`src/rtl/apb_rr_master.sv`:
```
// apb_rr_master: two-client APB master with round-robin arbitration.
// Each client has a req/done handshake. The master runs SETUP then ACCESS and
// waits on pready for as long as the slave needs.
// Optional macro APB_TIMEOUT_EN aborts an ACCESS phase after TIMEOUT wait cycles
// and reports the abort on err_o.
module apb_rr_master #(
  parameter int unsigned ADDR_W  = 10,
  parameter int unsigned DATA_W  = 32,
  parameter int unsigned TIMEOUT = 32
) (
  input  logic              clk,
  input  logic              reset,
  input  logic              req0_i,
  input  logic              rnw0_i,
  input  logic [ADDR_W-1:0] addr0_i,
  input  logic [DATA_W-1:0] wdata0_i,
  input  logic              req1_i,
  input  logic              rnw1_i,
  input  logic [ADDR_W-1:0] addr1_i,
  input  logic [DATA_W-1:0] wdata1_i,
  output logic              done0_o,
  output logic              done1_o,
  output logic [DATA_W-1:0] rdata_o,
  output logic              err_o,
  output logic              psel_o,
  output logic              penable_o,
  output logic [ADDR_W-1:0] paddr_o,
  output logic              pwrite_o,
  output logic [DATA_W-1:0] pwdata_o,
  input  logic [DATA_W-1:0] prdata_i,
  input  logic              pready_i
);

  typedef enum logic [1:0] {IDLE, SETUP, ACCESS} state_t;

  state_t r_state;
  logic   r_owner;
  logic   r_last_gnt;

  logic w_any_req;
  logic w_winner;
  logic w_timeout;
  logic w_done;

  // On a tie the client that was not granted last wins; otherwise the lone requester wins.
  assign w_any_req = req0_i | req1_i;
  assign w_winner  = (req0_i & req1_i) ? ~r_last_gnt : req1_i;

`ifdef APB_TIMEOUT_EN
  localparam int unsigned CNT_W = 8;

  logic [CNT_W-1:0] r_to_cnt;

  // Count ACCESS cycles without pready; clear in SETUP so every ACCESS starts at zero.
  always_ff @(posedge clk) begin
    if (!reset) begin
      r_to_cnt <= '0;
    end else if (r_state == SETUP) begin
      r_to_cnt <= '0;
    end else if ((r_state == ACCESS) && !pready_i) begin
      r_to_cnt <= r_to_cnt + CNT_W'(1);
    end
  end

  // The counter reads TIMEOUT-1 during the TIMEOUT-th waiting cycle; pready wins over abort.
  assign w_timeout = (r_state == ACCESS) && !pready_i && (r_to_cnt == CNT_W'(TIMEOUT - 1));
  assign err_o     = w_timeout;
`else
  logic w_unused_timeout;

  assign w_unused_timeout = ^32'(TIMEOUT);
  assign w_timeout        = 1'b0;
  assign err_o            = 1'b0;
`endif

  // Completion strobes and read data are combinational during the final ACCESS cycle.
  assign w_done  = (r_state == ACCESS) && (pready_i || w_timeout);
  assign done0_o = w_done & ~r_owner;
  assign done1_o = w_done &  r_owner;
  assign rdata_o = ((r_state == ACCESS) && pready_i && !pwrite_o) ? prdata_i : '0;

  // Bus FSM: capture the winner in IDLE, hold one SETUP cycle, then wait in ACCESS.
  always_ff @(posedge clk) begin
    if (!reset) begin
      r_state    <= IDLE;
      r_owner    <= 1'b0;
      r_last_gnt <= 1'b1;
      psel_o     <= 1'b0;
      penable_o  <= 1'b0;
      pwrite_o   <= 1'b0;
      paddr_o    <= '0;
      pwdata_o   <= '0;
    end else begin
      case (r_state)
        IDLE: begin
          if (w_any_req) begin
            r_state    <= SETUP;
            r_owner    <= w_winner;
            r_last_gnt <= w_winner;
            psel_o     <= 1'b1;
            paddr_o    <= w_winner ? addr1_i  : addr0_i;
            pwrite_o   <= w_winner ? ~rnw1_i  : ~rnw0_i;
            pwdata_o   <= w_winner ? wdata1_i : wdata0_i;
          end
        end
        SETUP: begin
          r_state   <= ACCESS;
          penable_o <= 1'b1;
        end
        ACCESS: begin
          if (w_done) begin
            r_state   <= IDLE;
            psel_o    <= 1'b0;
            penable_o <= 1'b0;
          end
        end
        default: begin
          r_state   <= IDLE;
          psel_o    <= 1'b0;
          penable_o <= 1'b0;
        end
      endcase
    end
  end

endmodule

```
`config.mk`:
```
export PLATFORM = sky130hd
export DESIGN_NAME = apb_rr_master
export DESIGN_NICKNAME = d
export VERILOG_FILES = /design/src/rtl/apb_rr_master.sv
export SDC_FILE = /design/constraint.sdc
export NUM_CORES = 1
export LEC_CHECK = 0
export BUFFER_PORTS_ARGS = -buffer_cell sky130_fd_sc_hd__clkbuf_2
export CAP_MARGIN = 20
export CORE_MARGIN = 3
export CORE_UTILIZATION = 38
export DETAILED_ROUTE_END_ITERATION = 8
export HOLD_SLACK_MARGIN = 0.03
export PLACE_DENSITY_LB_ADDON = 0.1
export REMOVE_ABC_BUFFERS = 1
export SKIP_LAST_GASP = 1
export SYNTH_ARGS = -nofsm -noshare
export SYNTH_HDL_FRONTEND = slang
export SYNTH_SLANG_ARGS = --single-unit
export TNS_END_PERCENT = 30
```
`constraint.sdc`:
```
create_clock -name clk -period 1.4 [get_ports clk]
set_input_delay 0.14 -clock clk [delete_from_list [all_inputs] [get_ports clk]]
set_output_delay 0.14 -clock clk [all_outputs]
set_load 0.05 [all_outputs]
```
* Yosys cells after proc, flatten, opt, wreduce, memory -nomap -nowiden *
Cells that the tools add are included.

operators by class
  $add $sub $neg = 0
  multipliers = 0
  div/mod/pow operators = 0
  order comparisons = 0
  equality and inequality tests = 4
  shifts and indexed selects = 0
  multiplexer cells = 12
  bitwise gates (word level) = 10
  reductions and logical operators = 8

operator list
  cell                count
  $mux 32             2
  $mux 10             1
  $not 1->1           6
  $pmux 1 s3          2
  $pmux 2 s3          1
  $reduce_and 2->1    3
  $mux 1              4
  $mux 2              2
  $ne 2x2->1 const B  2
  $and 1x1->1         3
  $reduce_and 3->1    1
  $eq 2x1->1 const B  1
  $eq 2x2->1 const B  1
  $logic_and 1x1->1   2
  $logic_not 2->1     1
  $logic_not 1->1     1
  $or 1x1->1          1

word-level totals
  register bits after elaboration = 49
  bits in latches = 0
  RAM bits = 0
  memory bits (read-only) = 0
  input bits = 123
  output and inout port bits = 80
  logic and storage cells = 42
  memories kept = 0

* Logic depth before layout (Yosys ltp) *
Gate-level depths: netlist of run 1.

  depth after elaboration = 4
  depth in mapped cells = 5
  gate-level depth less buffers = 4

* Worst setup path after synthesis of run 1 *
Ideal clock, no wire load.

  kind = flip-flop to output port
  start point = reg pwrite_o
  end point = out rdata_o[10]
  arrival time = 1.345 ns
  required time = 1.260 ns
  setup slack = -0.085 ns
  stages on the path, launching flop included = 4
  buffers on the path = 1
  cell sequence = dfxtp_1 nor2_1 clkbuf_2 and2_1

between the ends
  word-level cells in the longest chain between the ends = 3

RTL lines
  what                      line  source
  start: declaration        28    output logic pwrite_o,
  start signal: assignment  102   pwrite_o <= w_winner ? ~rnw1_i : ~rnw0_i;
  $logic_not 1->1           80    assign rdata_o = ((r_state == ACCESS) && pready_i && !pwrite_o) ? prdata_i : '0;
  $logic_and 1x1->1         80
  $mux 32                   80
  end: declaration          23    output logic [DATA_W-1:0] rdata_o,

Every way passes these cells.

* Worst setup path in the final report of run 1 *
  start point = reg r_state[0]
  end point = out rdata_o[0]

between the ends
  word-level cells in the longest chain between the ends = 4

RTL lines
  what                             line  source
  start: declaration               36    state_t r_state;
  start signal: assignment         85    r_state <= IDLE;
  start signal: assignment         97    r_state <= SETUP;
  start signal: assignment         107   r_state <= ACCESS;
  $eq 2x2->1                       80
  $logic_and 1x1->1 (2 in series)  80
  $mux 32                          80

Every way passes these cells.

==> results of run 1 <==
[path summary, 6_finish.rpt]
kind	to	slack, ns	cells after the start
worst min-delay path	paddr_o[3]	0.07	3
worst min register to register	psel_o	0.48	2
worst max register to register	pwrite_o	0.05	6
worst max-delay path	rdata_o[0]	-0.24	5
[state kept, by name (all words and copies together), names as in the netlist]
register	count
penable_o	1
psel_o	1
r_owner	1
paddr_o	10
r_state	2
r_last_gnt	1
pwrite_o	1
pwdata_o	32
[cells in the final DEF, fill, tap and decap left out, types with 2 or more instances in the layout]
cell                       netlist  routed
sky130_fd_sc_hd__a21boi_0        2       2
sky130_fd_sc_hd__a31oi_1        32      32
sky130_fd_sc_hd__a31oi_2        10      10
sky130_fd_sc_hd__and2_1         33      32
sky130_fd_sc_hd__buf_12          0      11
sky130_fd_sc_hd__buf_4           4       8
sky130_fd_sc_hd__clkbuf_2        3     169
sky130_fd_sc_hd__clkbuf_8        0      32
sky130_fd_sc_hd__dfxtp_1        49      49
sky130_fd_sc_hd__mux2i_1         3       3
sky130_fd_sc_hd__nand2_1        90      90
sky130_fd_sc_hd__nor2_1          5       4
sky130_fd_sc_hd__nor2b_1         2       2
sky130_fd_sc_hd__o21ai_0        44      44
[layer usage]
layer	track usage (%)	wire (um)
met2	41.2	4310
met1	26.2	3290
met4	5.76	144
met3	5.30	624
met5	0	0
[worst reg2reg max path, delay by kind of cell (launching register included)]
kind	cells	cell delay, ns
compound gates	1	0.22
simple gates	2	0.17
mux	1	0.20
buf+inv	2	0.36
flops	1	0.31
[kinds of logic (layout without fill, tap and decap cells)]
group	after synthesis	count (layout)	share of synthesized area, %
and+or+nand+nor	132	132	25.1
AOI/OAI and AO/OA	91	91	25.6
DFF	49	49	41.9
buffers and inverters	27	224	5.94
muxes	3	3	1.28
other	1	1	0.160
[final cells by class]
type | count | area (um^2)
fillers | 486 | 1850
repair buffers | 215 | 1500
multi-input cells | 227 | 1220
flip-flops and latches | 49 | 981
well taps | 72 | 90.1
clock buffers | 6 | 82.6
clock inverters | 2 | 13.8
inverters | 1 | 3.75
[report_power, final]
group | internal [mW] | total (mW) | leakage (nW) | switching [mW]
sequential | 1.57 | 1.65 | 0.407 | 0.0832
clock | 0.401 | 0.866 | 0.0512 | 0.465
combinational | 0.514 | 1.63 | 1.50 | 1.11
total | 2.48 | 4.14 | 1.96 | 1.66
[repair_timing]
action	CTS	global route
gates resized for setup	56	1
gates cloned	0	0
endpoints found under the setup margin	34	60
hold buffers	0	0
[stage by stage]
| stage | utilization, % | std cells |
|---|---|---|
| after floorplan | - | 277 |
| after global placement | 61.9 | 564 |
| after detailed placement | 61.9 | 564 |
| after CTS | 67.8 | 572 |
| after global routing | 67.8 | 572 |
| final | 67.8 | 572 |
==> summary by stage, run 1 <==
Run status
The run finished, with violations left. The checks that failed: negative setup slack.

Worst setup path
The standard cell with the maximum stage delay on the critical path is sky130_fd_sc_hd__dfxtp_1. For the worst setup path, the data required time is about 1.3 ns. The nature of the critical path startpoint is a register.

Among cell families on the critical path, the largest total delay comes from simple AND/OR/NAND/NOR gates. The startpoint of the most critical setup path is r_state[0]. The kind of capture point of the worst setup path is an output pin. The critical path contains buffers and inverters numbering 2 combined. The critical path goes through nand3b_1 -> nor2_2 -> buf_12 -> and2_1 -> clkbuf_8.

Data arrives at the worst endpoint at approximately 1.5 ns. The worst register-to-register path begins at r_state[0]. The startpoint-to-endpoint class of the critical path is reg2out. The top fanout value on the critical path is 32. In this design, the stage delay of the slowest critical-path cell is about 0.31 ns.

Timing
For the final database, setup skew stands at 0.00500 ns. The number of hold violations in the final report is 0. The max-slew violation total from the final report is 0. The post-route worst hold slack is slightly above 0.07 ns.

Setup repair after global routing could not meet its margin everywhere. The number of setup violations in the final report is 34. The total negative setup slack is -5.87 ns. The smallest clock period supported by the final layout is computed as roughly 1.6 ns.

The smallest setup slack after layout is -0.237 ns. The fmax is approximately 610 MHz. The final critical path takes up 117% of the cycle.

Global route
Entering global routing, the biggest net connects 50 pins. The number of global-route vias before repair is 2681. The initial antenna violation count came to 0. The total overflow left after global routing is 0.

The wire length of the first global-routing pass is between 10000 and 15000 um. The total global routing track utilization is between 20% and 30%.

Routing
Dividing the detail-routed via count by the number of cells gives approximately 4.9. The number of vias after detailed routing is approximately 2800. The number of optimization iterations in the first detailed-route pass is 5. The number of routed nets with antenna violations is 0.

The routed wirelength normalized by instance count is ~15 um. The total wirelength of the detailed-routed design is 8360 um. After detailed routing, the number of remaining DRC violations is 0. The count of routing violations after the opening detailed-route iteration is approximately 110.

Clock tree
The clock reaches the later pin of the worst-skew pair after between 0.2 and 0.3 ns. After clock tree synthesis, the clock-pin slew on the worst setup and hold paths is 0.09 ns. TritonCTS built the clock tree. The deepest clock path buffer count is 2.

CTS saw 49 sinks. The number of setup buffers added after CTS is 0. The number of clock buffers added by TritonCTS is 5. CTS placed an instance of sky130_fd_sc_hd__clkbuf_8 at the clock tree root.

The H-tree was split into 2 levels.

Die
The floorplan die height is between 80 and 90 um. The initial core utilization is 40.7%. The floorplan step defined a core boundary enclosing between 5000 and 6000 um^2. around 200 I/O pins were placed. The floorplan step set the die width to roughly 84 um.

The number of core rows is 27. The die covers approximately 7000 um^2.

Pwr
The worst voltage drop across the vdd grid is 0.594 mV. The total design power is between 4 and 5 mW. The total power per unit cell area is 1060 nW/um^2. In this run the static leakage power is ~2.0 nW.

Place
The post-detailed-placement cell area is between 3000 and 4000 um^2. The HPWL after detailed placement is slightly below 6000 um. The port buffer count is 201. The worst slack after detailed placement is approximately 0.027 ns. At the end of routability-driven placement, the weighted congestion stood at 0.833.

Synth
The number of warnings printed during yosys synthesis is 0. The gate count after technology mapping is 303. Ranked by total cell area, the synthesized netlist is headed by sky130_fd_sc_hd__dfxtp_1 42%, sky130_fd_sc_hd__nand2_1 14%, sky130_fd_sc_hd__o21ai_0 9.4%, sky130_fd_sc_hd__and2_1 8.8%, sky130_fd_sc_hd__a31oi_1 8.6%. The most frequently used cell type in the post-synthesis netlist is sky130_fd_sc_hd__nand2_1.

Of all flip-flops after synthesis, the portion carrying an async set or reset was 0%. The post-synthesis register bit count is 49. After synthesis the cells add up to 2340 um^2. The synthesized design devotes to its leading area cell type 41.9% of total area. The most area-hungry cell type in the Yosys netlist is sky130_fd_sc_hd__dfxtp_1. The number of different library cells in the post-synthesis netlist is 21.

The commonest cells after synthesis are 90 x sky130_fd_sc_hd__nand2_1, 49 x sky130_fd_sc_hd__dfxtp_1, 44 x sky130_fd_sc_hd__o21ai_0, 33 x sky130_fd_sc_hd__and2_1, 32 x sky130_fd_sc_hd__a31oi_1. The register area share after synthesis is between 40% and 50%. The most used flip-flop cell after synthesis is sky130_fd_sc_hd__dfxtp_1.

Counting flops with a built-in enable in the synthesized netlist gives 0. The synthesized area divided by synthesized cell count is around 7.7 um^2.

Cells and area
The post-layout net count is just over 600. The finished cells cover 3890 um^2. 0 antenna diodes ended up in the layout. The share of final-layout standard cells stronger than drive strength 1 is a little under half. The synthesis-to-finish area growth is 66.5%.

Min path
The worst hold path begins at addr1_i[3]. The worst hold path class is in2reg.

Run
Across the run, the number of max-cap violations was 0.
Note: power is estimated with default switching activity, not from simulation.
==> run 2, diff against run 1 <==
--- a/config.mk
+++ b/config.mk
@@ -12,6 +12,7 @@
 export DETAILED_ROUTE_END_ITERATION = 8
 export HOLD_SLACK_MARGIN = 0.03
 export PLACE_DENSITY_LB_ADDON = 0.1
+export RECOVER_POWER = 50
 export REMOVE_ABC_BUFFERS = 1
 export SKIP_LAST_GASP = 1
 export SYNTH_ARGS = -nofsm -noshare
==> run 2 against run 1 <==
The run still ends with negative setup slack left; final cell count stayed put; largest cell class unchanged; utilization is 0.65 points lower; combinational power about the same; sequential cell count unchanged; die area unchanged; critical path depth did not move; highest routed layer unchanged; sequential share of layout area up 0.25 points; global-route usage unchanged; clock power about the same; sequential power about the same; first-iteration DRC count fell by 0.93%.
==> summary by stage, run 2 (synthesis results as in run 1) <==
Worst setup path
The number of cells on the critical path came to 5 (unchanged). The path depth of the worst reg2reg path is 6 (unchanged). The kind of capture point of the worst setup path is an output pin. The required time of the critical path is 1.26 ns (about the same). The startpoint-to-endpoint class of the critical path is reg2out. The top fanout value on the critical path was 32 (unchanged). The nature of the critical path startpoint is a register.

The signal on the critical path passes through nand3b_1 -> nor2_2 -> buf_12 -> and2_1 -> clkbuf_8. The buffering stage count on the worst path with inverters included came to 2 (unchanged). The data arrival at the endpoint of the critical path is 1.50 ns (about the same).

The delay of the slowest cell on the worst path is 0.31 ns (about the same). The critical path's top delay family is simple AND/OR/NAND/NOR gates. The standard cell with the maximum stage delay on the critical path is sky130_fd_sc_hd__dfxtp_1.

Pwr
The net switching share of the total power was 40.4% (+0.27 points). The total power per unit cell area is 1070 nW/um^2 (+0.36%). The leakage component of the power was 1.87 nW (-4.7%).

The power spent charging and discharging nets was 1.66 mW (about the same). The worst voltage drop across the vdd grid came to 0.596 mV (+0.34%). The clock network power share is 21.1% (+0.2 points).

The total design power is 4.12 mW (-0.61%). The power share of the sequential group was 40.0% (+0.2 points). The combinational group share of total power is 38.8% (-0.5 points). The internal power is 2.45 mW (-1.1%).

Clock tree
The number of H-tree branching levels is 2 (unchanged). The deepest clock path buffer count is 2 (unchanged). The number of clock buffers inserted by TritonCTS came to 5 (unchanged). The latest clock arrival within the worst-skew pair came to 0.29 ns (about the same). TritonCTS built the clock tree. The clock-pin transition on the worst setup and hold timing paths is 0.09 ns (about the same). The hold buffer count at cts was 0 (unchanged). The number of setup buffers added after CTS was 0 (unchanged). The quantity of gates resized following cts is 56 (unchanged). The root buffer cell chosen for the clock tree is sky130_fd_sc_hd__clkbuf_8. The number of clock sinks is 49 (unchanged).

Place
The total half-perimeter wirelength after legalization and detailed placement is 5770 um (unchanged). The cell count after placement is 564 (unchanged). The port buffer count was 201 (unchanged).

The worst slack after detailed placement is 0.0273 ns (unchanged). The post-detailed-placement cell area is 3560 um^2 (unchanged). The weighted congestion reported at the end of routability-driven placement is 0.833 (unchanged).

Run status
The run finished, with violations left. The final reports fail on negative setup slack.

Die
The total core area is 5740 um^2 (unchanged). The total I/O pin count was 203 (unchanged). The number of core rows came to 27 (unchanged). The area of the die is 7130 um^2 (unchanged). The floorplan die height was 84.5 um (unchanged).

The initial core utilization is 40.7% (unchanged). The die outline width came to 84.5 um (unchanged).

Timing
The share of the clock period used by the worst path is 117% (about the same). The number of setup violations in the final report is 34 (unchanged). The smallest setup slack after layout was -0.238 ns (-0.000983 ns). The max-slew headroom at the worst pin is around three fifths. The fmax is 611 MHz (about the same). The slew at the pin closest to its max-slew limit is a little over 0.6 ns. The max-slew violation total from the final report is 0 (unchanged). The number of hold violations in the final report is 0 (unchanged).

Setup repair after global routing could not meet its margin everywhere. The post-route worst hold slack is 0.0703 ns (-0.00125 ns). The minimum clock period is 1.64 ns (+0.000983 ns). The largest clock skew in the final design is 0.00534 ns (+0.000338 ns).

Global route
The initial antenna violation count is 0 (unchanged). The total global routing track utilization was 22.5% (unchanged). The pin count of the biggest net entering global routing is 50 (unchanged).

The wire length of the first global-routing pass is 13100 um (unchanged). The total congestion overflow was 0 (unchanged). The number of global-route vias before repair is 2681 (unchanged).

Cells and area
The post-layout net count was 622 (unchanged). More flip-flops sit in one register than any other, and that register is pwdata_o. The number of flip-flops under the largest register name was 32 (unchanged). The count of filler cells inserted in the layout is 500 (+2.9%). The summed area of non-filler cells in the final layout is 3860 um^2 (-0.96%). The number of cells in the finished layout apart from fillers is 572 (unchanged). In the final layout, the registers with the most flip-flops are pwdata_o x32, paddr_o x10, r_state x2. The share of final-layout standard cells stronger than drive strength 1 is 41.8% (-5.6 points).

The leading cell type in the layout, fill and taps excluded is sky130_fd_sc_hd__clkbuf_2. The synthesis-to-finish area growth is 64.9%. In the layout the commonest cells are 142 x sky130_fd_sc_hd__clkbuf_2, 90 x sky130_fd_sc_hd__nand2_1, 49 x sky130_fd_sc_hd__dfxtp_1. The number of antenna repair diodes is 0 (unchanged).

Min path
The hold-critical path depth is 3 (unchanged). The path class of the tightest hold or removal check is in2reg.

Routing
The routed wirelength normalized by instance count is 14.6 um (about the same). The count of routing violations after the opening detailed-route iteration is 107 (-0.93%). The number of routed nets with antenna violations is 0 (unchanged). The post-detailed-route DRC marker count came to 0 (unchanged). The total wirelength of the detailed-routed design is 8360 um (about the same). The number of vias after detailed routing is 2814 (+0.036%). The average via count per standard cell is 4.92 (about the same). The number of optimization iterations in the first detailed-route pass came to 4 (-1).

Run
The max-cap violation count was 0 (unchanged).
-- run 2: changes by cell type in the layout (fill, tap and decap cells not counted), sizes merged --
| cell | delta |
|---|---|
| buf | -1 |
| clkbuf | +1 |
-- run 2: worst reg2reg max path, stage by stage, from the launching register on --
cell                      delay (ns)
sky130_fd_sc_hd__dfxtp_1        0.31
sky130_fd_sc_hd__buf_4          0.12
sky130_fd_sc_hd__nor2_1         0.11
sky130_fd_sc_hd__o21a_2         0.22
sky130_fd_sc_hd__buf_4          0.23
sky130_fd_sc_hd__mux2i_1        0.20
sky130_fd_sc_hd__nor2b_1        0.06
-- run 2: area by class of cell --
cell class	instances	area, um^2	area share [%]
clock buffer	6	82.6	2.14
multi-input combinational	227	1220	31.8
clock inverter	2	13.8	0.357
tap	72	90.1	2.34
timing repair buffer	215	1460	37.9
inverter	1	3.75	0.0973
sequential	49	981	25.4
-- run 2: routing by layer --
metal | track usage, % | share of wire (%) | wire [um] | vias to the layer above
met2 | 41.2 | 52 | 4330 | 126
li1 | - | - | - | 1415
met4 | 5.76 | 1.8 | 152 | 0
met5 | 0 | 0 | 0 | -
met1 | 26.2 | 39 | 3250 | 1259
met3 | 5.30 | 7.5 | 628 | 14
-- run 2: power groups by stage --
stage / combinational, mW / sequential, mW / clock (mW)
2_1_floorplan: 0.462 / 2.24 / 0
3_3_place_gp: 1.58 / 1.67 / 0
3_5_place_dp: 1.60 / 1.68 / 0
4_1_cts: 1.63 / 1.65 / 0.901
5_1_grt: 1.72 / 1.67 / 0.956
6_report: 1.60 / 1.65 / 0.869
-- run 2: stage by stage --
stage | TNS (ns) | util [%]
2_1_floorplan | -28.06 | -
3_3_place_gp | 0 | 61.9
3_5_place_dp | 0 | 61.9
4_1_cts | -6.01 | 67.8
5_1_grt | -10.69 | 67.2
6_report | -5.91 | 67.2
-- run 2: path summary, 6_finish.rpt --
kind	start	end	slack, ns
min reg2reg	psel_o	psel_o	0.48
max reg2reg	r_state[0]	pwrite_o	0.04
max	r_state[0]	rdata_o[0]	-0.24
min	wdata1_i[17]	pwdata_o[17]	0.07
==> run 3, diff against run 2 <==
--- a/config.mk
+++ b/config.mk
@@ -8,7 +8,7 @@
 export BUFFER_PORTS_ARGS = -buffer_cell sky130_fd_sc_hd__clkbuf_2
 export CAP_MARGIN = 20
 export CORE_MARGIN = 3
-export CORE_UTILIZATION = 38
+export CORE_UTILIZATION = 40
 export DETAILED_ROUTE_END_ITERATION = 8
 export HOLD_SLACK_MARGIN = 0.03
 export PLACE_DENSITY_LB_ADDON = 0.1
==> constraint.sdc (replaced) <==
create_clock -name clk -period 2.06 [get_ports clk]
set_input_delay 0.206 -clock clk [delete_from_list [all_inputs] [get_ports clk]]
set_output_delay 0.206 -clock clk [all_outputs]
set_load 0.05 [all_outputs]
==> run 3 against run 2 <==
Hold slack improved by 0.067 ns; register-to-register slack improved by 0.46 ns; sequential cell count did not move; via count fell by 2.6%; sequential share of layout area rose by 3.3 points; sequential power fell by 32%; die area fell by 4.6%; the run ends with max-capacitance violations, max-slew violations left; clock skew rose by 0.0051 ns; global-route usage fell by 2.2 points; critical path type unchanged; highest routed layer unchanged.
==> summary by stage, run 3 (synthesis results as in run 1) <==
Run status
The run finished, with violations left. The checks that failed: max-capacitance violations, max-slew violations.

Routing
The number of vias after detailed routing is 2741 (-2.6%). The count of routing violations after the opening detailed-route iteration is 98 (-8.4%). The routed wirelength normalized by instance count came to 13.0 um (-11%). The average via count per standard cell is 4.85 (-1.4%).

The post-detailed-route DRC marker count is 0 (unchanged). The total wirelength of the detailed-routed design is 7340 um (-12%). The number of routed nets with antenna violations was 0 (unchanged). The number of optimization iterations in the first detailed-route pass is 4 (unchanged).

Cells and area
The share of final-layout standard cells stronger than drive strength 1 was 36.9% (-4.9 points). The top cell types in the final layout, fill and taps aside, are 154 x sky130_fd_sc_hd__clkbuf_2, 90 x sky130_fd_sc_hd__nand2_1, 49 x sky130_fd_sc_hd__dfxtp_1. The number of antenna repair diodes is 0 (unchanged). The leading cell type in the layout, fill and taps excluded is sky130_fd_sc_hd__clkbuf_2. The post-layout net count is 615 (-1.1%). Counting flops per register, the top entry is pwdata_o. The number of flip-flops under the largest register name is 32 (unchanged). The synthesis-to-finish area growth is 45.9%. The largest registers in the layout are pwdata_o x32, paddr_o x10, r_state x2.

Timing
The max-slew headroom at the worst pin is -17.9% (-77 points). The total negative setup slack is 0 ns (+5.91 ns). Setup repair after global routing left no endpoint under its margin. The minimum clock period is between 1.5 and 2 ns. The fmax is 537 MHz. The number of setup violations in the final report is 0 (-100%).

In the finished design, the share of the clock period the worst path needs comes to approximately 90%. The number of hold violations in the final report is 0 (unchanged). The max-slew violation total from the final report is 50 (+50). The largest clock skew in the final design is 0.0104 ns (+0.00511 ns). The smallest setup slack after layout is 0.197 ns (+0.435 ns). The slew at the pin closest to its max-slew limit is 1.77 ns (+1.15 ns).

Worst setup path
STA classifies the critical path startpoint as a register. The slowest stage of the critical path belongs to the cell sky130_fd_sc_hd__dfxtp_1. The signal on the critical path passes through nand3b_1 -> nor2_1 -> buf_4 -> and2_1 -> clkbuf_2.

The top fanout value on the critical path is 32 (unchanged). STA classifies the critical path endpoint as an output pin. The setup path with the least slack is of type reg2out.

The delay of the slowest cell on the worst path is 0.36 ns (+0.05 ns). The required time of the critical path is 1.85 ns (+0.59 ns). The data arrival at the endpoint of the critical path is 1.66 ns (+0.16 ns).

Clock tree
The deepest clock path buffer count is 2 (unchanged). The quantity of gates resized following cts is 0 (-100%). The clock-pin transition on the worst setup and hold timing paths is 0.10 ns (about the same). The number of clock sinks is 49 (unchanged). The number of H-tree branching levels came to 2 (unchanged).

The number of clock buffers inserted by TritonCTS is 5 (unchanged). The hold buffer count at cts is 0 (unchanged). The cell at the root of the clock tree is sky130_fd_sc_hd__clkbuf_8. TritonCTS built the clock tree.

The number of setup buffers added after CTS is 0 (unchanged). The latest clock arrival within the worst-skew pair is 0.30 ns (about the same).

Pwr
The worst voltage drop across the vdd grid came to 0.573 mV (-3.9%). The leakage component of the power is 1.66 nW (-11%). The total design power is 2.68 mW (-35%). The net switching share of the total power is 41.7% (+1.4 points). The power share of the sequential group is 41.8% (+1.8 points).

The combinational group share of total power is 37.1% (-1.7 points). The total power per unit cell area is 786 nW/um^2 (-26%). The internal power is 1.56 mW (-36%). The clock network power share is 21.0% (about the same). The power spent charging and discharging nets is 1.12 mW (-33%).

Place
The weighted congestion reported at the end of routability-driven placement is 0.743 (-11%). The total half-perimeter wirelength after legalization and detailed placement is 5460 um (-5.4%). The worst slack after detailed placement is 0.516 ns (+0.489 ns). The port buffer count is 201 (unchanged).

Global route
The total global routing track utilization is 20.3% (-2.2 points). The wire length of the first global-routing pass is 10800 um (-18%). The initial antenna violation count is 0 (unchanged). The total congestion overflow was 0 (unchanged). The number of global-route vias before repair is 2429 (-9.4%).

The pin count of the biggest net entering global routing is 50 (unchanged).

Die
The number of core rows is 27 (unchanged). The area of the die is 6800 um^2 (-4.6%). The initial core utilization is 42.0% (+1.2 points). The total I/O pin count is 203 (unchanged).

The total core area was 5570 um^2 (-2.9%). The die outline width is 82.5 um (-2.4%). The floorplan die height came to 82.5 um (-2.4%).

Min path
The path class of the tightest hold or removal check is in2reg.

Run
The max-cap violation count is 1 (+1).
## run 3: cell types whose count changed in the layout (fill, tap and decap cells not counted), sizes merged
cell      previous run  this run
buf                 19         8
clkbuf             202       205
clkinvlp             0         3
clkinv               2         0
## run 3: area by class of cell
| class | instances | area [um^2] |
|---|---|---|
| Clock buffer | 5 | 68.8 |
| Clock inverter | 3 | 22.5 |
| Fill cell | 575 | 2160 |
| Inverter | 1 | 3.75 |
| Multi-Input combinational cell | 227 | 1220 |
| Sequential cell | 49 | 981 |
| Tap cell | 72 | 90.1 |
| Timing Repair Buffer | 208 | 1030 |
## run 3: critical path: cells and delay by family, from the launching register on
kind,cells,cell delay [ns]
simple gates,3,0.48
flops,1,0.36
buf+inv,2,0.53
## run 3: through the flow
step,hold WS [ns],area (um^2),util (%),cells
global placement,0.451,3380,60.7,557
global route,0.138,3410,61.3,565
finish,0.137,3410,61.3,565
CTS,0.130,3470,62.3,565
floorplan,0.278,2200,-,277
detailed placement,0.458,3380,60.7,557
## run 3: power by group through the flow
stage                     combinational [mW]  clock [mW]  sequential [mW]
final                                  0.996       0.565             1.12
after global routing                    1.07       0.619             1.14
after CTS                               1.03       0.580             1.12
after detailed placement                1.03           0             1.14
after global placement                  1.02           0             1.14
after floorplan                        0.314           0             1.52
## run 3: metal layers
layer	wire, um	part of all wire [%]	up-vias	global-route usage, %
met4	123	1.7	0	7.14
met5	0	0	-	0
li1	-	-	1406	-
met1	2950	40	1207	23.5
met2	3610	49	114	35.4
met3	658	9.0	14	5.86
## run 3: final timing paths
| check | slack, ns | cells past startpoint | startpoint | end |
|---|---|---|---|---|
| worst min-delay path | 0.14 | 3 | wdata1_i[16] | pwdata_o[16] |
| worst min register to register | 0.48 | 2 | psel_o | psel_o |
| worst max register to register | 0.50 | 5 | r_state[1] | pwdata_o[25] |
| worst max-delay path | 0.20 | 5 | r_state[0] | rdata_o[31] |
